[src/rtl/fifo16_pkg.sv]
`default_nettype none
// ============================================================================
// Module   : fifo16_pkg
// Purpose  : Shared sizing constants for the 16-deep FIFO (also usable by the
//            matching LIFO stack and its bench).
// Contents : FIFO_W  - data word width
//            FIFO_AW - address width (depth = 2**FIFO_AW)
// Revision : 1.0 - initial release
// ============================================================================
package fifo16_pkg;
  localparam int FIFO_W  = 8;
  localparam int FIFO_AW = 4;
endpackage
`default_nettype wire

[src/rtl/fifo16_if.sv]
`default_nettype none
// ============================================================================
// Module   : fifo16_if
// Purpose  : Producer/consumer handshake and status bundle for fifo16.
// Signals  : push, pop, di  - requests and write data (driven by master)
//            dq             - show-ahead head word, 0 when empty
//            empty, full    - occupancy decodes
//            count          - occupancy 0..2**AW
//            ovf, unf       - sticky overflow / underflow flags
// Modports : master (producer/consumer side), slave (the FIFO)
// Revision : 1.0 - initial release
// ============================================================================
interface fifo16_if
  import fifo16_pkg::*;
#(
  parameter int W  = FIFO_W,
  parameter int AW = FIFO_AW
);
  logic          push;
  logic          pop;
  logic [W-1:0]  di;
  logic [W-1:0]  dq;
  logic          empty;
  logic          full;
  logic [AW:0]   count;
  logic          ovf;
  logic          unf;

  modport master (
    output push, pop, di,
    input  dq, empty, full, count, ovf, unf
  );

  modport slave (
    input  push, pop, di,
    output dq, empty, full, count, ovf, unf
  );
endinterface
`default_nettype wire

[src/rtl/fifo16_ptr.sv]
`default_nettype none
// ============================================================================
// Module   : fifo16_ptr
// Purpose  : AW-bit wrapping up-counter used for the FIFO write and read
//            pointers. Wraps naturally from 2**AW-1 back to 0.
// Ports    : CLK  - clock
//            INIT - synchronous active-high clear
//            ce   - count enable
//            ptr  - current pointer value (registered)
// Revision : 1.0 - initial release
// ============================================================================
module fifo16_ptr
  import fifo16_pkg::*;
#(
  parameter int AW = FIFO_AW
) (
  input  logic          CLK,
  input  logic          INIT,
  input  logic          ce,
  output logic [AW-1:0] ptr
);
  logic [AW-1:0] r_ptr;

  always_ff @(posedge CLK) begin
    if (INIT) begin
      r_ptr <= '0;
    end else if (ce) begin
      r_ptr <= r_ptr + 1'b1;
    end
  end

  assign ptr = r_ptr;
endmodule
`default_nettype wire

[src/rtl/fifo16.sv]
`default_nettype none
// ============================================================================
// Module   : fifo16
// Purpose  : 16-level x W-bit FIFO with show-ahead output, occupancy counter
//            and sticky overflow/underflow flags.
// Ports    : CLK  - clock, all state changes on the rising edge
//            INIT - synchronous active-high reset (pointers, count, flags)
//            bus  - fifo16_if.slave: push/pop/di in, dq/status out
// Revision : 1.0 - initial release
// ============================================================================
module fifo16
  import fifo16_pkg::*;
#(
  parameter int W  = FIFO_W,
  parameter int AW = FIFO_AW
) (
  input  logic     CLK,
  input  logic     INIT,
  fifo16_if.slave  bus
);
  localparam int          DEPTH        = 2 ** AW;
  localparam logic [AW:0] C_FULL_COUNT = (AW + 1)'(DEPTH);

  logic [W-1:0]  r_mem [DEPTH];
  logic [AW:0]   r_count;
  logic          r_ovf;
  logic          r_unf;
  logic [AW-1:0] w_wr_ptr;
  logic [AW-1:0] w_rd_ptr;
  logic          w_empty;
  logic          w_full;
  logic          w_push_ok;
  logic          w_pop_ok;

  // Status decodes come only from the registered count.
  assign w_empty = (r_count == '0);
  assign w_full  = (r_count == C_FULL_COUNT);

  // A push into a full queue is still accepted when a pop frees the head
  // slot in the same edge; the write then lands in the slot being vacated.
  assign w_push_ok = bus.push & (~w_full | bus.pop);
  assign w_pop_ok  = bus.pop & ~w_empty;

  fifo16_ptr #(.AW(AW)) u_wr_ptr (
    .CLK  (CLK),
    .INIT (INIT),
    .ce   (w_push_ok),
    .ptr  (w_wr_ptr)
  );

  fifo16_ptr #(.AW(AW)) u_rd_ptr (
    .CLK  (CLK),
    .INIT (INIT),
    .ce   (w_pop_ok),
    .ptr  (w_rd_ptr)
  );

  // Storage: synchronous write, asynchronous read; contents survive INIT.
  // INIT has priority over a push in the same cycle.
  always_ff @(posedge CLK) begin
    if (!INIT && w_push_ok) begin
      r_mem[w_wr_ptr] <= bus.di;
    end
  end

  // Occupancy up/down counter: moves only when exactly one side is accepted.
  always_ff @(posedge CLK) begin
    if (INIT) begin
      r_count <= '0;
    end else if (w_push_ok ^ w_pop_ok) begin
      if (w_push_ok) begin
        r_count <= r_count + 1'b1;
      end else begin
        r_count <= r_count - 1'b1;
      end
    end
  end

  // Sticky error flags, cleared only by INIT.
  always_ff @(posedge CLK) begin
    if (INIT) begin
      r_ovf <= 1'b0;
      r_unf <= 1'b0;
    end else begin
      if (bus.push && !w_push_ok) begin
        r_ovf <= 1'b1;
      end
      if (bus.pop && !w_pop_ok) begin
        r_unf <= 1'b1;
      end
    end
  end

  assign bus.dq    = w_empty ? '0 : r_mem[w_rd_ptr];
  assign bus.empty = w_empty;
  assign bus.full  = w_full;
  assign bus.count = r_count;
  assign bus.ovf   = r_ovf;
  assign bus.unf   = r_unf;
endmodule
`default_nettype wire
[src/flat_wrapper.sv]
// flat-port wrapper written by rule: the top's interface ports become plain ports
module fifo16_flat import fifo16_pkg::*;
#(
  parameter int W  = FIFO_W,
  parameter int AW = FIFO_AW
)
  (CLK, INIT, bus_push, bus_pop, bus_di, bus_dq, bus_empty, bus_full, bus_count, bus_ovf, bus_unf);
  fifo16_if #(.W(W), .AW(AW)) bus_i ();
  input  logic CLK;
  input  logic INIT;
  input wire logic [$bits(bus_i.push)-1:0] bus_push;
  input wire logic [$bits(bus_i.pop)-1:0] bus_pop;
  input wire logic [$bits(bus_i.di)-1:0] bus_di;
  output wire logic [$bits(bus_i.dq)-1:0] bus_dq;
  output wire logic [$bits(bus_i.empty)-1:0] bus_empty;
  output wire logic [$bits(bus_i.full)-1:0] bus_full;
  output wire logic [$bits(bus_i.count)-1:0] bus_count;
  output wire logic [$bits(bus_i.ovf)-1:0] bus_ovf;
  output wire logic [$bits(bus_i.unf)-1:0] bus_unf;
  assign bus_i.push = bus_push;
  assign bus_i.pop = bus_pop;
  assign bus_i.di = bus_di;
  assign bus_dq = bus_i.dq;
  assign bus_empty = bus_i.empty;
  assign bus_full = bus_i.full;
  assign bus_count = bus_i.count;
  assign bus_ovf = bus_i.ovf;
  assign bus_unf = bus_i.unf;
  fifo16 #(.W(W), .AW(AW)) u_core (.CLK(CLK), .INIT(INIT), .bus(bus_i));
endmodule
[config.mk]
export PLATFORM = sky130hd
export DESIGN_NAME = fifo16_flat
export DESIGN_NICKNAME = d
export VERILOG_FILES = /design/src/rtl/fifo16_pkg.sv /design/src/rtl/fifo16_if.sv /design/src/rtl/fifo16_ptr.sv /design/src/rtl/fifo16.sv /design/src/flat_wrapper.sv
export SDC_FILE = /design/constraint.sdc
export NUM_CORES = 1
export LEC_CHECK = 0
export BUFFER_PORTS_ARGS = -buffer_cell sky130_fd_sc_hd__buf_2
export CAP_MARGIN = 10
export CORE_ASPECT_RATIO = 1.2
export CORE_MARGIN = 3
export CORE_UTILIZATION = 35
export DETAILED_ROUTE_END_ITERATION = 6
export RECOVER_POWER = 25
export SETUP_SLACK_MARGIN = 0.2
export SYNTH_ARGS = -nofsm -noshare
export SYNTH_HDL_FRONTEND = slang
export SYNTH_SLANG_ARGS = --single-unit
[constraint.sdc]
create_clock -name CLK -period 6 [get_ports CLK]
set_input_delay 1.2 -clock CLK [delete_from_list [all_inputs] [get_ports CLK]]
set_output_delay 1.2 -clock CLK [all_outputs]
set_load 0.03 [all_outputs]
Word-level counts from Yosys, hierarchy flattened --
Memories as Yosys holds them, arrays and structs flattened. A register that Yosys moved wholly into a read port is not among the register bits. Index checks and enable logic that the tools add are counted.
Operators by class: add/subtract/negate cells 4, equal/unequal tests 1, multiplexer cells 6, bitwise logic cells 6, reductions and logical operators 7
Operators with widths (number):
- adder 4 x 1 -> 4 bit, second input constant | 2
- 2-to-1 mux 4 bit | 2
- 2-to-1 mux 8 bit | 1
- adder 5 x 1 -> 5 bit, second input constant | 1
- equality test 5 bit, second input constant | 1
- logical NOT 5 bit | 1
- 2-to-1 mux 5 bit | 1
- subtractor 5 x 1 -> 5 bit, second input constant | 1
- logical AND 1 bit | 3
- logical NOT 1 bit | 3
- AND 1 bit | 2
- 2-to-1 mux 1 bit | 2
- inverter 1 bit | 2
- OR 1 bit | 1
- XOR 1 bit | 1
Storage, ports and cells: flip-flop bits (word level) 15, RAM bits 128, input bits 12, logic and storage cells 30, memories kept 1
Memories:
- u_core.r_mem | depth 16, width 8, read ports 1, clocked after Yosys merged registers in 1, write ports 1, line fifo16.sv:24 | logic [W-1:0] r_mem [DEPTH];

Logic depth before layout (Yosys ltp) --
word-level depth 7, depth in mapped cells 8, depth with buffers taken out 7

Hierarchy --
From an unflattened synthesis, not the netlist that was laid out.
Unflattened totals: cells, all modules 321, area total of the unflattened synthesis 5947.0 um^2
By module, submodules not included:
- fifo16 | instances 1, cells an instance 289, area each 5589.1 um^2
- fifo16_ptr | instances 2, cells an instance 16, area each 178.9 um^2

Least setup slack after synthesis --
No wires, ideal clock.
kind register to output, from reg (tool-made name), to out bus_dq[5], arrival time 1919 ps, required time 4800 ps, path slack 2881 ps, cell stages (with the launch flop) 7, cells stage by stage dfxtp_1 buf_2 buf_4 buf_2 mux4_2 mux2i_1 a211oi_1
RTL lines:
- to (decl) | line flat_wrapper.sv:14 | output wire logic [$bits(bus_i.dq)-1:0] bus_dq;

==> summary.md <==
| Metric | Value |
|---|---|
| Initial antenna violation count | 0 |
| Die Wd | 125.9 µm |
| Post-synthesis register bit count | 147 |
| Register area share after synthesis | 70.00% |
| Fin cells | 595 |
| Fmax | 253.9 MHz |
| Post-synthesis cell count | 337 |
| Drt via density | 5.143 |
| Worst R2R Path Depth | 7 |
| Syn Nets | 358 |
| Total I/O pin count | 29 |
| Crit-path max FO | 32 |
| Pwr dens | 415.8 nW/µm² |
| Full die area | 18860 µm² |
| Routed WL per cell | 18.71 µm |
| Hold Fails Final Rpt | 0 |
| Design area | 6869 µm² |
| Top-area cell type share of the netlist area | 63.69% |
| CTS Buffer Depth | 2 |
| CP peak stage delay | 1.02 ns |
| Beginning of the worst register-to-register path | u_core.bus.count[0] |
| Status | complete, no violations |
| Clock-pin slew on the worst setup and hold paths | 0.06 ns |
| Number of DRC markers in iteration 0 | 273 |
| Yosys top cell by area | edfxtp_1 |
| Final WL | 11140 µm |
| Vias in the first global route | 3177 |
| R2R Setup Slk | 3.35 ns |
| Gr ovfl total | 0 |
| Top delay family on crit path | flip-flops |
| H-tree Lvls | 4 |
| Worst vdd ir | 0.0003283 V |
| Worst Hold Class | flip-flop to flip-flop |
| Max Transition Viols Final | 0 |
| P_leak | 2.189 nW |
| Max cap viols | 0 |
| Setup CP Type | flip-flop to primary output |
| Final HPWL DP | 7179 µm |
| GPL Wtd Cong | 0.7695 |
| Worst reg2reg endpoint | u_core.bus.count[4] |
| Measured slew at the worst slew-check pin | 1.039 ns |
| WP depth | 5 |
| CTS tree | done |
| Placed cell count | 563 |
| CP Launch Type | flip-flop |
| Commonest non-fill, non-tap cell in the layout | edfxtp_1 |
| Drt drc | 0 |
| Clock buffer count from CTS | 17 |
| Hold path startpoint | u_core.bus.ovf |
| # diodes | 0 |
| Largest net degree at the start of global routing | 33 |
| Worst Path Buf+Inv | 1 |
| Most frequent cells in the layout | edfxtp_1, mux4_2, nor2_1 |
| Crit-path cells | mux4_2 -> nor2b_1 -> a211oi_1 -> a211oi_1 -> buf_2 |
| Prevailing post-synth register cell | edfxtp_1 |
| Crit share post-route | 65.65% |
| Clk_lat worst skew | 0.41 ns |
| Initial core utilization | 36.37% |
| Port Buffers | 28 |
| Synth warn | 0 |
| Cts hold-fix bufs | 0 |
| Drt first pass iters | 4 |
| Distinct cells, synth | 41 |
| Die Y | 149.8 µm |
| Post-layout total power | 2.856 mW |
| Critical path data arrival time | 2.74 ns |
| Post-synthesis async set-or-reset flop share | 0% |
| Average instance area after synthesis | 17.91 µm² |
| Via count | 3060 |
| Crit path to | bus_dq[2] |
| Share of layout cells above drive strength 1 | 24.02% |
| Post-CTS Setup Inserts | 0 |
| GR Util All Layers | 12.64% |
| Cts repair resizes | 0 |
| CTS sink cnt | 147 |
| Setup TNS | 0 ns |
| Top post-synthesis cells by area | edfxtp_1, mux4_2, dfxtp_1, a211oi_1, ha_1 |
| Worst Skew | 0.005636 ns |
| Root buffer cell | clkbuf_16 |
| # rows | 51 |
| EDFF count, synth | 128 |
| Worst endpoint required time | 4.80 ns |
| Slowest cell on crit path | dfxtp_2 |
| Slew Limit Headroom | 30.45% |
| Most used cell, CP | a211oi_1 |
| # setup viols final | 0 |
| Mapped cell area | 6035 µm² |
| CORE AREA | 16590 µm² |
| Placed Area | 6382 µm² |
| Net count, final | 391 |
| First-pass GRT wire length | 17700 µm |
| Layout area overhead | 13.83% |
| Minimum clock period | 3.939 ns |
| Worst Setup End Kind | primary output |
| Unrepaired setup endpoints after global routing | false |
| DRT antenna net count | 0 |
[cell usage after synthesis (all sizes together), types with 2 or more instances]
master / count
a211oi: 20
a21o: 3
a21oi: 9
and2: 2
and3: 2
buf: 13
clkbuf: 7
dfxtp: 19
edfxtp: 128
ha: 8
inv: 7
mux2i: 11
mux4: 32
nand2: 6
nand2b: 3
nand3: 5
nor2: 24
nor2b: 12
nor3: 4
o211ai: 3
o21ai: 3
xnor2: 2
xor2: 5
[kinds of logic (layout without fill, tap and decap cells)]
logic type      count (synthesis)  in the layout  synth area share, %
simple gates                   61             61                5.370
buf+inv                        27             73                2.157
mux                            43             43                13.83
fa+ha+maj                       9              9                1.991
xor+xnor                        7              7                1.016
flops                         147            147                70.00
compound gates                 43             43                5.640
[through the flow]
stage / util (%) / setup WS (ns) / hold WS [ns]
2_1_floorplan: - / 2.881 / 0.4847
3_3_place_gp: 38.47 / 2.418 / 0.4506
3_5_place_dp: 38.47 / 2.394 / 0.4536
4_1_cts: 41.45 / 1.947 / 0.4712
5_1_grt: 41.40 / 1.836 / 0.4987
6_report: 41.40 / 2.061 / 0.4675
[layout make-up]
cell class                 count  area (µm²)
inverter                       7       26.28
sequential                   147        4225
fill                        1525        9722
multi-input combinational    163        1680
clock buffer                  28       476.7
timing repair buffer          34       177.7
clock inverter                 4       17.52
tap                          212       265.3
[worst min-delay path: stages, from the launching register on]
cell	delay, ns
dfxtp_1	0.32
a21oi_1	0.04
nor2_1	0.07
[report_power, final]
part           internal (mW)  switching [mW]  total, mW
Sequential              1.15          0.0777       1.23
Clock                  0.535           0.358      0.892
Combinational          0.293           0.439      0.732
[sequential cells by signal (all words and copies together), names as in the netlist, named ones only]
register / count
u_core.bus.ovf: 1
u_core.u_rd_ptr.ptr: 4
u_core.u_wr_ptr.ptr: 4
u_core.bus.unf: 1
u_core.r_mem: 128
u_core.bus.count: 5
[worst min path at each step]
stage	to	slack (ns)	depth (start not counted)
3_5_place_dp	u_core.bus.unf	0.45	2
4_1_cts	u_core.bus.unf	0.47	2
2_1_floorplan	flip-flop	0.48	2
5_1_grt	u_core.bus.unf	0.50	2
3_3_place_gp	u_core.bus.ovf	0.45	2
6_report	u_core.bus.ovf	0.47	2
[metal layers]
metal / routed length, µm / global-route usage [%]
met1: 4925 / 15.91
met2: 5661 / 20.90
met3: 366 / 3.213
met4: 182 / 5.311
met5: 0 / 0
Power figures use the tool's default switching activity.
